### config.mk
export PLATFORM = sky130hd
export DESIGN_NAME = wormhole_output_allocator_flat
export DESIGN_NICKNAME = d
export VERILOG_FILES = /design/src/rtl/wormhole_output_allocator_if.sv /design/src/rtl/wormhole_output_allocator.sv /design/src/flat_wrapper.sv
export SDC_FILE = /design/constraint.sdc
export NUM_CORES = 1
export LEC_CHECK = 0
export ABC_AREA = 0
export CAP_MARGIN = 20
export CORE_ASPECT_RATIO = 1.4
export CORE_MARGIN = 4
export CORE_UTILIZATION = 50
export CTS_CLUSTER_DIAMETER = 100
export DETAILED_ROUTE_END_ITERATION = 8
export PLACE_DENSITY = 0.87
export SYNTH_ARGS = -nofsm -noshare
export SYNTH_HDL_FRONTEND = slang
export SYNTH_SLANG_ARGS = --single-unit
### constraint.sdc
create_clock -name clk_i -period 3.3 [get_ports clk_i]
set_input_delay 0.33 -clock clk_i [delete_from_list [all_inputs] [get_ports clk_i]]
set_output_delay 0.33 -clock clk_i [all_outputs]
set_load 0.1 [all_outputs]
### src/rtl/wormhole_output_allocator_if.sv
// Request/grant bundle shared by the input buffers, the output-port allocator and the crossbar.
interface wormhole_output_allocator_if #(
    parameter int IN_N  = 5,
    parameter int IDX_W = $clog2(IN_N)
);
    logic [IN_N-1:0]  req_i;
    logic [IN_N-1:0]  last_i;
    logic             out_rdy_i;
    logic [IDX_W-1:0] grant_o;
    logic [IN_N-1:0]  grant_oh_o;
    logic             grant_vld_o;
    logic [IN_N-1:0]  ack_o;

    modport slave (
        input  req_i, last_i, out_rdy_i,
        output grant_o, grant_oh_o, grant_vld_o, ack_o
    );

    modport master (
        output req_i, last_i, out_rdy_i,
        input  grant_o, grant_oh_o, grant_vld_o, ack_o
    );
endinterface

### src/rtl/wormhole_output_allocator.sv
// Round-robin output-port allocator with wormhole locking: an input keeps the port
// until its tail flit transfers, and the next packet is granted on that same edge.
module wormhole_output_allocator #(
    parameter int  IN_N  = 5,
    localparam int IDX_W = $clog2(IN_N)
) (
    input  logic                         clk_i,
    input  logic                         rst_i,
    wormhole_output_allocator_if.slave   bus
);

    typedef enum logic {IDLE, LOCKED} state_t;

    state_t           state_q, state_d;
    logic [IDX_W-1:0] grant_q, grant_d;
    logic [IDX_W-1:0] ptr_q, ptr_d;
    logic [IDX_W-1:0] nxt_idx;
    logic [IN_N-1:0]  own_oh;
    logic [IDX_W:0]   pick_all;
    logic [IDX_W:0]   pick_oth;
    logic             xfer;

    // Returns {found, index} of the first set bit scanning start, start+1, ... with wrap.
    function automatic logic [IDX_W:0] pick(input logic [IN_N-1:0] req,
                                            input logic [IDX_W-1:0] start);
        logic             found;
        logic [IDX_W-1:0] idx;
        int               k;
        found = 1'b0;
        idx   = '0;
        for (int i = 0; i < IN_N; i++) begin
            k = int'(start) + i;
            if (k >= IN_N) k = k - IN_N;
            if (!found && req[k]) begin
                found = 1'b1;
                idx   = IDX_W'(k);
            end
        end
        return {found, idx};
    endfunction

    assign own_oh   = IN_N'(1) << grant_q;
    assign nxt_idx  = (grant_q == IDX_W'(IN_N - 1)) ? '0 : grant_q + IDX_W'(1);
    assign pick_all = pick(bus.req_i, ptr_q);
    // The releasing owner is masked so a re-requesting tail owner goes to the back of the line.
    assign pick_oth = pick(bus.req_i & ~own_oh, nxt_idx);

    always_comb begin
        state_d         = state_q;
        grant_d         = grant_q;
        ptr_d           = ptr_q;
        xfer            = 1'b0;
        bus.grant_o     = grant_q;
        bus.grant_vld_o = 1'b0;
        bus.grant_oh_o  = '0;
        bus.ack_o       = '0;

        unique case (state_q)
            IDLE: begin
                if (pick_all[IDX_W]) begin
                    grant_d = pick_all[IDX_W-1:0];
                    state_d = LOCKED;
                end
            end

            LOCKED: begin
                bus.grant_vld_o = 1'b1;
                bus.grant_oh_o  = own_oh;
                xfer            = bus.req_i[grant_q] & bus.out_rdy_i;
                if (xfer) begin
                    bus.ack_o = own_oh;
                    if (bus.last_i[grant_q]) begin
                        ptr_d = nxt_idx;
                        if (pick_oth[IDX_W]) begin
                            grant_d = pick_oth[IDX_W-1:0];
                        end else begin
                            state_d = IDLE;
                        end
                    end
                end
            end

            default: state_d = IDLE;
        endcase
    end

    always_ff @(posedge clk_i or posedge rst_i) begin
        if (rst_i) begin
            state_q <= IDLE;
            grant_q <= '0;
            ptr_q   <= '0;
        end else begin
            state_q <= state_d;
            grant_q <= grant_d;
            ptr_q   <= ptr_d;
        end
    end

endmodule

### src/flat_wrapper.sv
// flat-port wrapper written by rule: the top's interface ports become plain ports
module wormhole_output_allocator_flat 
#(
    parameter int  IN_N  = 5,
    localparam int IDX_W = $clog2(IN_N)
)
  (clk_i, rst_i, bus_req_i, bus_last_i, bus_out_rdy_i, bus_grant_o, bus_grant_oh_o, bus_grant_vld_o, bus_ack_o);
  wormhole_output_allocator_if #(.IN_N(IN_N)) bus_i ();
  input  logic clk_i;
  input  logic rst_i;
  input wire logic [$bits(bus_i.req_i)-1:0] bus_req_i;
  input wire logic [$bits(bus_i.last_i)-1:0] bus_last_i;
  input wire logic [$bits(bus_i.out_rdy_i)-1:0] bus_out_rdy_i;
  output wire logic [$bits(bus_i.grant_o)-1:0] bus_grant_o;
  output wire logic [$bits(bus_i.grant_oh_o)-1:0] bus_grant_oh_o;
  output wire logic [$bits(bus_i.grant_vld_o)-1:0] bus_grant_vld_o;
  output wire logic [$bits(bus_i.ack_o)-1:0] bus_ack_o;
  assign bus_i.req_i = bus_req_i;
  assign bus_i.last_i = bus_last_i;
  assign bus_i.out_rdy_i = bus_out_rdy_i;
  assign bus_grant_o = bus_i.grant_o;
  assign bus_grant_oh_o = bus_i.grant_oh_o;
  assign bus_grant_vld_o = bus_i.grant_vld_o;
  assign bus_ack_o = bus_i.ack_o;
  wormhole_output_allocator #(.IN_N(IN_N)) u_core (.clk_i(clk_i), .rst_i(rst_i), .bus(bus_i));
endmodule
==> tab_implementation.tex <==
\begin{tabular}{lr}
\hline
Metric & Value \\
\hline
\multicolumn{2}{l}{\textbf{Status}} \\
\quad Status & finished with violations \\
\quad Violated checks & negative setup slack \\
\multicolumn{2}{l}{\textbf{Worst setup path}} \\
\quad Worst endpoint required time & roughly 3400 ps \\
\quad Beginning of the worst register-to-register path & u\_core.bus.grant\_o[0] \\
\quad Biggest fanout along the worst timing path & 6 \\
\quad Arrival time of data at the critical path endpoint & 3470 ps \\
\quad Launch point of the worst path & u\_core.bus.grant\_o[0] \\
\quad Critical path startpoint category & register \\
\quad Worst Path Class, Setup & register to register \\
\quad Critical path endpoint category & register \\
\multicolumn{2}{l}{\textbf{Synth}} \\
\quad Register area share after synthesis & 0.0698 \\
\quad Most frequent cells after synthesis & nand2\_1 (39), nor2\_1 (38), inv\_1 (22) \\
\quad Number of library cell types mapped by synthesis & between 70 and 80 \\
\quad Area fraction of the dominant cell type after synthesis & 0.105 \\
\quad Post-synthesis cell area & 0.00251 mm\^{}2 \\
\quad Count of yosys warnings during synthesis & 0 \\
\quad Average size of a mapped cell & around 7.4 um\^{}2 \\
\quad Top-count cell post-synth & nand2\_1 \\
\quad Number of enable flip-flop cells after synthesis & 0 \\
\quad Dominant synthesized flop cell & dfrtp\_1 \\
\quad Synthesized netlist cell count & 339 \\
\quad Syn Nets & 374 \\
\quad Share of synthesized registers carrying an async set or reset & 1.00 \\
\quad Largest cells by area after synthesis & ha\_1 (10\%), dfrtp\_1 (7.0\%), mux2i\_1 (6.8\%) \\
\quad Cell taking the most area after synthesis & ha\_1 \\
\quad Number of synthesized register bits & 7 \\
\multicolumn{2}{l}{\textbf{Global route}} \\
\quad Maximum number of pins on one net before global-route repair & 18 \\
\quad Global router's overall resource usage & 0.296 \\
\quad Leftover overflow at the end of global routing & 0 \\
\quad Number of antenna violations at the first check in global routing & 0 \\
\quad Number of global-route vias before repair & 3,088 \\
\quad Wire length of the first global-routing pass & between 10,000 and 15,000 um \\
\multicolumn{2}{l}{\textbf{Floorplan}} \\
\quad Number of primary I/O pins & 27 \\
\quad Vertical die dimension & 91.8 um \\
\quad Die span in x & between 60 and 70 um \\
\quad Row count & 30 \\
\quad Core region area & slightly below 0.005 mm\^{}2 \\
\quad DIE AREA & 0.00623 mm\^{}2 \\
\quad Effective utilization at floorplan & 0.518 \\
\multicolumn{2}{l}{\textbf{Clocking}} \\
\quad Clock root buffer & clkbuf\_8 \\
\quad Quantity of hold-fixing buffers added after cts & 0 \\
\quad Total number of clock tree sinks & 7 \\
\quad Total CTS buffers & 3 \\
\quad CTS Buffer Depth & 2 \\
\quad CTS tree & yes \\
\quad Number of levels the H-tree was split into & 1 \\
\quad Clock latency on the worst-skew pair & 230 ps \\
\quad Clock edge transition at the registers on the reported setup and hold paths & about 40 ps \\
\multicolumn{2}{l}{\textbf{Detailed routing}} \\
\quad Final ANT Viol Nets & 0 \\
\quad Detail-routed net length per standard cell & 20.0 um \\
\quad Violation count after the first detailed-route iteration & 295 \\
\quad Total via count after detailed routing & 3,026 \\
\quad DR pass1 iterations & 5 \\
\quad Via-to-Cell Ratio & 6.56 \\
\quad Total length of routed wires & between 9000 and 10,000 um \\
\quad Total DRC errors in the routed layout & 0 \\
\multicolumn{2}{l}{\textbf{Cells and area}} \\
\quad Design Area, Final & 0.00341 mm\^{}2 \\
\quad Layout overhead on the synthesized area & 35.8\% \\
\quad Diode insertion count for antenna repair & 0 \\
\quad \# nets final & 433 \\
\quad Cell Count, Final, Fillers Out & around 460 \\
\quad Share of post-route cells with drive strength above 1 & 0.332 \\
\multicolumn{2}{l}{\textbf{STA}} \\
\quad Final setup slack of the worst path & -43.0 ps \\
\quad Top achievable clock speed & around 300 MHz \\
\quad Transition at the pin with the smallest max-transition slack & 962 ps \\
\quad Final count of negative-setup-slack endpoints & 1 \\
\quad Final clock skew & 1.52 ps \\
\quad Max transition margin & 0.357 \\
\quad Total count of max-transition violations in the final report & 0 \\
\quad Final Hold Vio Count & 0 \\
\quad Final critical-path share of the clock period & 1.01 \\
\quad Minimum period implied by the final worst setup slack & 3340 ps \\
\quad Setup repair after global routing missed its margin & true \\
\multicolumn{2}{l}{\textbf{Placed design}} \\
\quad Placed Cells incl. Taps & 448 \\
\quad Worst slack at placement & -199 ps \\
\quad Count of buffers inserted at the top-level ports & 26 \\
\quad Cell Area, Placed & $\sim$0.0032 mm\^{}2 \\
\quad Detail Placement HPWL & 7010 um \\
\quad Global placement routability congestion & 1.06 \\
\multicolumn{2}{l}{\textbf{Flow run}} \\
\quad Max capacitance violation total & 0 \\
\multicolumn{2}{l}{\textbf{Worst hold path}} \\
\quad Path type of the worst min-delay path & input port to async pin \\
\hline
\end{tabular}
registers in the layout (all words and copies together), names as in the netlist:
signal              count
u_core.ptr_q            3
u_core.state_q          1
u_core.bus.grant_o      3
per-layer routing:
layer	vias up	track usage	share of wire
met5	-	0	0
met4	0	0.204	0.079
met3	60	0.0343	0.060
met2	160	0.533	0.52
met1	1441	0.301	0.34
li1	1365	-	-
final cells by class:
cell class,count,area [um^2]
Clock buffer,4,45.0
Fill cell,372,1430
Inverter,24,100
Multi-Input combinational cell,290,2360
Sequential cell,7,186
Tap cell,64,80.1
Timing Repair Buffer,72,636
through the flow:
stage	TNS, ps	util	hold WS [ps]
after detailed placement	-515	0.651	588
final	-43.0	0.704	344
after floorplan	-597	-	133
after CTS	-14.9	0.669	350
after global placement	-332	0.651	573
after global routing	-348	0.704	361
path summary, 6_finish.rpt:
path	endpoint	slack [ps]	depth (start not counted)
worst max register to register	u_core.bus.grant_o[1]	-40	13
worst min register to register	u_core.bus.grant_o[1]	770	3
min in group clk_i	u_core.bus.grant_o[1]	770	3
max in group asynchronous	u_core.bus.grant_o[0]	2720	2
worst max-delay path	u_core.bus.grant_o[1]	-40	13
worst min-delay path	u_core.ptr_q[1]	340	2
worst max-delay path, cell delays in order (launching register included):
cell and delay, ps:
dfrtp_4 510, ha_4 190, ha_4 220, a21oi_4 170, buf_4 200, ha_1 300
a21o_1 240, mux2i_1 140, a211oi_2 330, nor2_4 110, nor3_2 220, o21ai_0 150
a21o_1 220, o31ai_2 230
kinds of logic after synthesis:
logic type / Yosys count / synth area share
simple gates: 135 / 0.273
compound gates: 97 / 0.290
buf+inv: 42 / 0.0803
mux: 29 / 0.150
fa+ha+maj: 22 / 0.113
xor+xnor: 7 / 0.0244
flops: 7 / 0.0698
cell usage in the layout, fill, tap and decap left out, types with 5 or more instances in the layout:
cell / instances
a21oi_1: 17
buf_4: 54
o21ai_0: 12
nor2_1: 35
buf_12: 5
nand2_2: 5
nand2_1: 34
inv_1: 17
a21o_1: 6
mux2i_1: 16
clkdlybuf4s50_1: 13
nand3_1: 8
mux4_2: 6
nand2b_1: 6
ha_1: 16
nor2b_1: 6
what timing repair did:
action                     in CTS  in global routing
pin swaps                       1                 11
setup endpoints to repair       3                  4
resized for setup               5                 33
setup buffers                   1                  8
Power is not shown: default switching activity piles up to over one toggle a cycle in this logic, so the estimate is an artifact.
